<file path="config.mk">
export PLATFORM = sky130hd
export DESIGN_NAME = dbf_chan_gather_flat
export DESIGN_NICKNAME = d
export VERILOG_FILES = /design/src/rtl/dbf_chan_gather_if.sv /design/src/rtl/dbf_chan_gather.sv /design/src/flat_wrapper.sv
export SDC_FILE = /design/constraint.sdc
export NUM_CORES = 2
export LEC_CHECK = 0
export CAP_MARGIN = 30
export CORE_UTILIZATION = 48
export CTS_BUF_LIST = sky130_fd_sc_hd__clkbuf_8
export CTS_CLUSTER_SIZE = 28
export DETAILED_ROUTE_END_ITERATION = 10
export PLACE_DENSITY = 0.76
export SETUP_SLACK_MARGIN = 0.2
export SYNTH_ARGS = -nofsm -noshare
export SYNTH_HDL_FRONTEND = slang
export SYNTH_SLANG_ARGS = --single-unit
</file>
<file path="constraint.sdc">
create_clock -name clk -period 68.2 [get_ports clk]
set_clock_uncertainty 0.2 [all_clocks]
set_input_delay 13.64 -clock clk [delete_from_list [all_inputs] [get_ports clk]]
set_output_delay 13.64 -clock clk [all_outputs]
set_load 0.1 [all_outputs]
</file>
<file path="src/rtl/dbf_chan_gather_if.sv">
// Serial sample input and gathered-frame output bundle for dbf_chan_gather.
// The master side feeds samples; the slave side is the gather block.
interface dbf_chan_gather_if #(
  parameter int unsigned N_CH = 24,
  parameter int unsigned DW   = 32
);
  logic [DW-1:0]      s_data;
  logic               s_valid;
  logic               s_first;
  logic [N_CH*DW-1:0] data_out;
  logic               out_valid;
  logic               sync_err;
  logic [15:0]        frame_cnt;
  logic               busy;

  modport slave (
    input  s_data, s_valid, s_first,
    output data_out, out_valid, sync_err, frame_cnt, busy
  );

  modport master (
    output s_data, s_valid, s_first,
    input  data_out, out_valid, sync_err, frame_cnt, busy
  );
endinterface

</file>
<file path="src/rtl/dbf_chan_gather.sv">
// Gathers N_CH serial channel samples into one parallel frame for the beamforming summer.
// Flags framing errors and stalled frames, and counts completed frames.
module dbf_chan_gather #(
  parameter int unsigned N_CH    = 24,
  parameter int unsigned DW      = 32,
  parameter int unsigned TIMEOUT = 64
) (
  input  logic              clk,
  input  logic              rst,
  dbf_chan_gather_if.slave  bus
);

  localparam int unsigned IW      = $clog2(N_CH);
  localparam int unsigned TW      = (TIMEOUT < 2) ? 1 : $clog2(TIMEOUT + 1);
  localparam int unsigned TO_LAST = (TIMEOUT == 0) ? 0 : TIMEOUT - 1;

  typedef enum logic {IDLE, COLLECT} state_t;

  state_t        state, state_next;
  logic [IW-1:0] idx, idx_next, wr_idx;
  logic [TW-1:0] timer, timer_next;
  logic          wr_en, done, err_next;

  // The last channel goes straight from s_data into data_out, so only N_CH-1 slots are stored.
  logic [DW-1:0] col_buf [N_CH-1];

  always_ff @(posedge clk or posedge rst) begin
    if (rst) begin
      state <= IDLE;
      idx   <= '0;
      timer <= '0;
    end else begin
      state <= state_next;
      idx   <= idx_next;
      timer <= timer_next;
    end
  end

  always_comb begin
    state_next = state;
    idx_next   = idx;
    timer_next = timer;
    wr_en      = 1'b0;
    done       = 1'b0;
    err_next   = 1'b0;
    wr_idx     = bus.s_first ? '0 : idx;
    case (state)
      IDLE: begin
        if (bus.s_valid) begin
          if (bus.s_first) begin
            wr_en      = 1'b1;
            idx_next   = IW'(1);
            timer_next = '0;
            state_next = COLLECT;
          end else begin
            err_next = 1'b1;
          end
        end
      end
      COLLECT: begin
        if (bus.s_valid) begin
          timer_next = '0;
          if (bus.s_first) begin
            // Restart: the partial frame is dropped and this sample becomes channel 0.
            err_next = 1'b1;
            wr_en    = 1'b1;
            idx_next = IW'(1);
          end else if (idx == IW'(N_CH - 1)) begin
            done       = 1'b1;
            idx_next   = '0;
            state_next = IDLE;
          end else begin
            wr_en    = 1'b1;
            idx_next = idx + IW'(1);
          end
        end else if ((TIMEOUT != 0) && (timer == TW'(TO_LAST))) begin
          err_next   = 1'b1;
          idx_next   = '0;
          timer_next = '0;
          state_next = IDLE;
        end else begin
          timer_next = timer + TW'(1);
        end
      end
      default: state_next = IDLE;
    endcase
  end

  // Collection buffer and registered outputs.
  always_ff @(posedge clk or posedge rst) begin
    if (rst) begin
      for (int i = 0; i < int'(N_CH) - 1; i++) col_buf[i] <= '0;
      bus.data_out  <= '0;
      bus.out_valid <= 1'b0;
      bus.sync_err  <= 1'b0;
      bus.frame_cnt <= '0;
      bus.busy      <= 1'b0;
    end else begin
      for (int i = 0; i < int'(N_CH) - 1; i++) begin
        if (wr_en && (wr_idx == IW'(i))) col_buf[i] <= bus.s_data;
      end
      bus.out_valid <= done;
      bus.sync_err  <= err_next;
      bus.busy      <= (state_next == COLLECT);
      if (done) begin
        for (int i = 0; i < int'(N_CH) - 1; i++) bus.data_out[i*DW +: DW] <= col_buf[i];
        bus.data_out[(N_CH-1)*DW +: DW] <= bus.s_data;
        bus.frame_cnt <= bus.frame_cnt + 16'(1);
      end
    end
  end

endmodule

</file>
<file path="src/flat_wrapper.sv">
// flat-port wrapper written by rule: the top's interface ports become plain ports
module dbf_chan_gather_flat 
#(
  parameter int unsigned N_CH    = 24,
  parameter int unsigned DW      = 32,
  parameter int unsigned TIMEOUT = 64
)
  (clk, rst, bus_s_data, bus_s_valid, bus_s_first, bus_data_out, bus_out_valid, bus_sync_err, bus_frame_cnt, bus_busy);
  dbf_chan_gather_if #(.N_CH(N_CH), .DW(DW)) bus_i ();
  input  logic clk;
  input  logic rst;
  input wire logic [$bits(bus_i.s_data)-1:0] bus_s_data;
  input wire logic [$bits(bus_i.s_valid)-1:0] bus_s_valid;
  input wire logic [$bits(bus_i.s_first)-1:0] bus_s_first;
  output wire logic [$bits(bus_i.data_out)-1:0] bus_data_out;
  output wire logic [$bits(bus_i.out_valid)-1:0] bus_out_valid;
  output wire logic [$bits(bus_i.sync_err)-1:0] bus_sync_err;
  output wire logic [$bits(bus_i.frame_cnt)-1:0] bus_frame_cnt;
  output wire logic [$bits(bus_i.busy)-1:0] bus_busy;
  assign bus_i.s_data = bus_s_data;
  assign bus_i.s_valid = bus_s_valid;
  assign bus_i.s_first = bus_s_first;
  assign bus_data_out = bus_i.data_out;
  assign bus_out_valid = bus_i.out_valid;
  assign bus_sync_err = bus_i.sync_err;
  assign bus_frame_cnt = bus_i.frame_cnt;
  assign bus_busy = bus_i.busy;
  dbf_chan_gather #(.N_CH(N_CH), .DW(DW), .TIMEOUT(TIMEOUT)) u_core (.clk(clk), .rst(rst), .bus(bus_i));
endmodule
</file>
======== Word-level counts from Yosys, hierarchy flattened ========
Index checks and enable logic that the tools add are counted.
word-level totals
  register bits ........................... 1535
  output and inout port bits .............. 787
  memory bits (writable) .................. 0
  bits in latches ......................... 0
  ROM bits ................................ 0
  word-level logic and storage cells ...... 118
  memories ................................ 0
  input port bits ......................... 36
operators by class
  shift-type cells ........................ 0
  mux-type cells .......................... 31
  multiply operators ...................... 0
  add/sub/neg operators ................... 3
  equality and inequality tests ........... 27
  order comparisons ....................... 0
  reductions and logical operators ........ 26
  divide/modulo/power cells ............... 0
  bitwise gates (word level) .............. 1
operators by type and width
  cell                                                              count
  5-bit by 4-bit == test with 1-bit output (second input constant)  8
  5-bit == test (second input constant)                             8
  5-bit two-way mux                                                 7
  7-bit two-way mux                                                 4
  1-bit logical AND                                                 23
  5-bit by 3-bit == test with 1-bit output (second input constant)  4
  16-bit by 1-bit adder with 16-bit output (second input constant)  1
  1-bit two-way mux                                                 15
  7-bit case mux with 2 select lines                                1
  5-bit by 2-bit == test with 1-bit output (second input constant)  2
  5-bit case mux with 2 select lines                                1
  7-bit by 1-bit adder with 7-bit output (second input constant)    1
  7-bit by 6-bit == test with 1-bit output (second input constant)  1
  1-bit case mux with 2 select lines                                3
  5-bit by 1-bit adder with 5-bit output (second input constant)    1
  5-bit by 1-bit == test with 1-bit output (second input constant)  1
  5-bit zero test                                                   1
  2-bit inequality test (second input constant)                     2
  3-bit inequality test (second input constant)                     1
  3-bit AND reduction                                               1
  2-bit AND reduction                                               1
  1-bit inverter                                                    1

======== Longest topological paths before layout ========
  depth after elaboration ................. 6
  mapped depth ............................ 7
  mapped depth without buffers ............ 5

======== Worst setup path before layout ========
OpenSTA, ideal clock, no wires.
  kind .................................... input to register
  from .................................... input bus_s_valid
  to ...................................... register u_core.col_buf[265] (netlist bit)
  buffers on the path ..................... 2
  arrival time ............................ 15193 ps
  setup time .............................. 125 ps
  stages .................................. 6
  slack ................................... 52683 ps
  required time ........................... 67875 ps
  cells stage by stage .................... buf_2 > nand2_2 > or4_4 > nor2_2 > buf_4 > mux2_2
between the ends
  cells in the longest elaborated chain, start to end .. 3
  elaborated cells on any way between the ends .. 4
  those cells by class .................... 3 x mux; 1 x reduce/logical
ends and longest elaborated chain
  what                                         line                                          source
  start: declaration                           flat_wrapper.sv:13                            input wire logic [$bits(bus_i.s_valid)-1:0] bus_s_valid;
  1-bit two-way mux, on equally long branches  dbf_chan_gather.sv:61, dbf_chan_gather.sv:49
  1-bit case mux with 2 select lines (*)       dbf_chan_gather.sv:47                         case (state)
  1-bit logical AND (*)                        dbf_chan_gather.sv:100                        if (wr_en && (wr_idx == IW'(i))) col_buf[i] <= bus.s_data;
  end signal: indexed assignment               dbf_chan_gather.sv:100
  end: declaration                             dbf_chan_gather.sv:25                         logic [DW-1:0] col_buf [N_CH-1];
Mark *: on every way between the ends. The rest lies on a longest branch, timed or not.
A chain may end at the register's enable or synchronous reset.

==> flow_metrics.py <==
metrics = {
    "status": {
        "status": "finished, final reports clean",
    },
    "critical_path": {
        "worstPathRequired_ns": 68.96,
        "critPathCaptureType": "async pin",
        "cp-startpoint": "rst",
        "critical_path_class": "input port to async pin",
        "r2r_start": "u_core.idx[0]",
        "critPathMaxFanout": 132,
        "arrival_ns": 19.50,
        "critPathLaunchType": "input port",
    },
    "logic_synthesis": {
        "ys_seq_elements": 1535,
        "synth_warnings": 0,
        "synth_edf_count": 0,
        "synth.largest_area_cell": "dfrtp_1",
        "syn-num-nets": 3470,
        "synth_top_area_share_pct": 66.61,
        "ys_async_sr_fraction_pct": 100.0,
        "ys_types": 46,
        "netlist_area_mm2": 0.05767,
        "netlist_instances": 3431,
        "syn_area_per_cell_um2": 16.81,
        "synth_area_leaders": "dfrtp_1 67%, mux2_2 29%, buf_4 1.1%",
        "ys.flop_type": "dfrtp_1",
        "synth-seq-area-share_pct": 66.61,
    },
    "timing": {
        "fin_crit_sh_pct": 27.47,
        "setup_viol": 0,
        "hold_viol": 0,
        "rsz0062_at_grt": "false",
        "period_needed_ns": 18.74,
        "setup_tns_ns": 0,
        "relSlewSlack_pct": 13.83,
        "worst_slew_pin_slew_ns": 1.293,
        "maxSlewViolCount": 0,
        "fmax_ghz": 0.05337,
    },
    "die": {
        "dieWidth_um": 348.6,
        "core-area_mm2": 0.1186,
        "start_util_pct": 48.64,
        "dieArea_mm2": 0.1215,
        "fp.dieH_um": 348.6,
        "pin_count": 823,
        "rows": 126,
    },
    "layout": {
        "nNetsFinal": 4572,
        "fin_cells": 6329,
        "drive_above_1_share_pct": 45.17,
        "postLayoutCellArea_mm2": 0.07775,
        "area_growth_pct": 34.82,
        "n_fill_cell": 8008,
    },
    "routing": {
        "via_per_inst": 5.369,
        "drt_iter0_markers": 1951,
        "vias": 33980,
        "drt.antenna.violating_nets": 0,
        "route.detailed.drc": 0,
        "avgRoutedWirePerCell_um": 25.65,
        "routed_wl_um": 162300,
        "firstDrtPassIters": 5,
    },
    "clock_tree": {
        "htree_levels": 4,
        "ctsResizeCount": 0,
        "clockBufferDepth": 3,
        "post_cts_buffers": 0,
        "cts_root_buffer": "clkbuf_8",
        "cts_hold_buffers": 0,
        "clkSinkCount": 1535,
        "cts_buffers": 236,
        "cts_tree": "built",
        "cts.clk_slew.worst_paths_ns": 0.06,
        "clock_latency_ns": 0.96,
    },
    "pwr": {
        "p_leak_uw": 0.03801,
        "p_per_area_mw_per_mm2": 23.80,
        "irDropWorstVdd_mv": 0.01810,
    },
    "flow_run": {
        "cap_violations": 0,
    },
    "global_route": {
        "grt_overflow_total": 0,
        "antenna_found_initial": 17,
        "grt_pass1_wl_um": 239700,
        "grt_max_degree": 190,
        "grt_pass1_vias": 36630,
        "grt_usage_pct": 26.81,
    },
    "hold_path": {
        "holdCritPathClass": "register to register",
        "worstHoldStart": "u_core.col_buf[299]",
    },
    "place": {
        "dp_hpwl_um": 106000,
        "gp_congestion": 0.8216,
        "io_buffers": 822,
        "placed_area_mm2": 0.07247,
        "dpl.cell_count": 5881,
    },
}
routing by layer:
metal  wire length [um]  GRT usage, %
met2              82230         44.93
met5                 25             0
met1              62130         32.08
met3               9603         6.433
met4               8333         14.14
final timing paths:
path | to | depth (start not counted) | slack, ns
worst max-delay path | u_core.bus.data_out[598] | 9 | 49.46
worst min-delay path | u_core.bus.data_out[427] | 1 | 0.25
worst max register to register | u_core.bus.data_out[746] | 9 | 62.20
worst min register to register | u_core.bus.data_out[427] | 1 | 0.25
max in group clk | u_core.bus.data_out[746] | 10 | 49.86
min in group asynchronous | u_core.col_buf[586] | 2 | 13.08
through the flow:
stage	hold WS, ns	power (uW)	worst slack [ns]	utilization, %
floorplan	0.2522	1060	11.06	-
global placement	0.2613	1082	47.93	56.63
detailed placement	0.2684	1092	48.06	61.13
CTS	0.2581	1867	49.10	65.24
global route	0.2862	1922	48.68	65.57
finish	0.2527	1851	49.46	65.58
cell usage in the layout, fill, tap and decap left out, drive strengths merged, types with 5 or more instances in the layout:
master,n
nand4,5
clkinvlp,7
nor3,6
a21oi,7
nand2,31
xnor2,12
nand2b,8
clkinv,18
clkdlybuf4s50,809
inv,101
o21ai,14
diode,7
nor2b,6
nor4,8
mux2,1505
nand3,8
clkbuf,299
buf,289
nor2,13
dfrtp,1535
report_power, final:
part	internal [uW]	total [uW]	switching (uW)
registers	959	985	25.6
logic	42.2	92.8	50.5
clock network	410	773	363
synth_stat cells, types with 6 or more instances:
cell / instances
nor2b_1: 6
o21ai_0: 14
nand2_1: 30
buf_4: 87
mux2_2: 1473
dfrtp_1: 1535
clkbuf_1: 73
buf_2: 71
nor2_1: 8
xnor2_1: 12
mux2_1: 32
nand3_1: 8
a21oi_1: 7
nand2b_1: 8
layout make-up:
class / count / area (um^2) / share of cell area (%)
Clock buffer: 299 / 4115 / 5.293
Antenna cell: 7 / 17.52 / 0.02253
Tap cell: 1600 / 2002 / 2.575
Sequential cell: 1535 / 38410 / 49.41
Multi-Input combinational cell: 1660 / 18020 / 23.18
Timing Repair Buffer: 1098 / 14410 / 18.53
Inverter: 2 / 15.01 / 0.01931
Clock inverter: 128 / 759.5 / 0.9769
flip-flops by register name (all words and copies together), names as in the netlist:
signal                flops
u_core.bus.data_out     768
u_core.col_buf          736
u_core.bus.frame_cnt     16
u_core.timer              7
u_core.idx                5
u_core.bus.out_valid      1
u_core.bus.sync_err       1
u_core.state              1
kinds of logic (layout without fill, tap and decap cells):
logic type                 after synthesis  in the layout  synth area share, %
AOI/OAI and AO/OA                       36             36               0.3841
xor gates and xnor gates                15             15               0.2278
adders and majority gates                3              3              0.06510
buffers and inverters                  236           1527                2.283
DFF                                   1535           1535                66.61
muxes                                 1505           1505                29.39
other                                    0              7                    0
and+or+nand+nor                        101            101                1.041
worst max-delay path, stage by stage:
cell,delay [ns]
clkdlybuf4s50_1,0.49
inv_8,0.59
buf_4,0.74
buf_4,0.33
buf_16,0.33
buf_4,0.67
buf_4,0.77
buf_4,0.82
buf_4,0.75
Power figures use the tool's default switching activity.
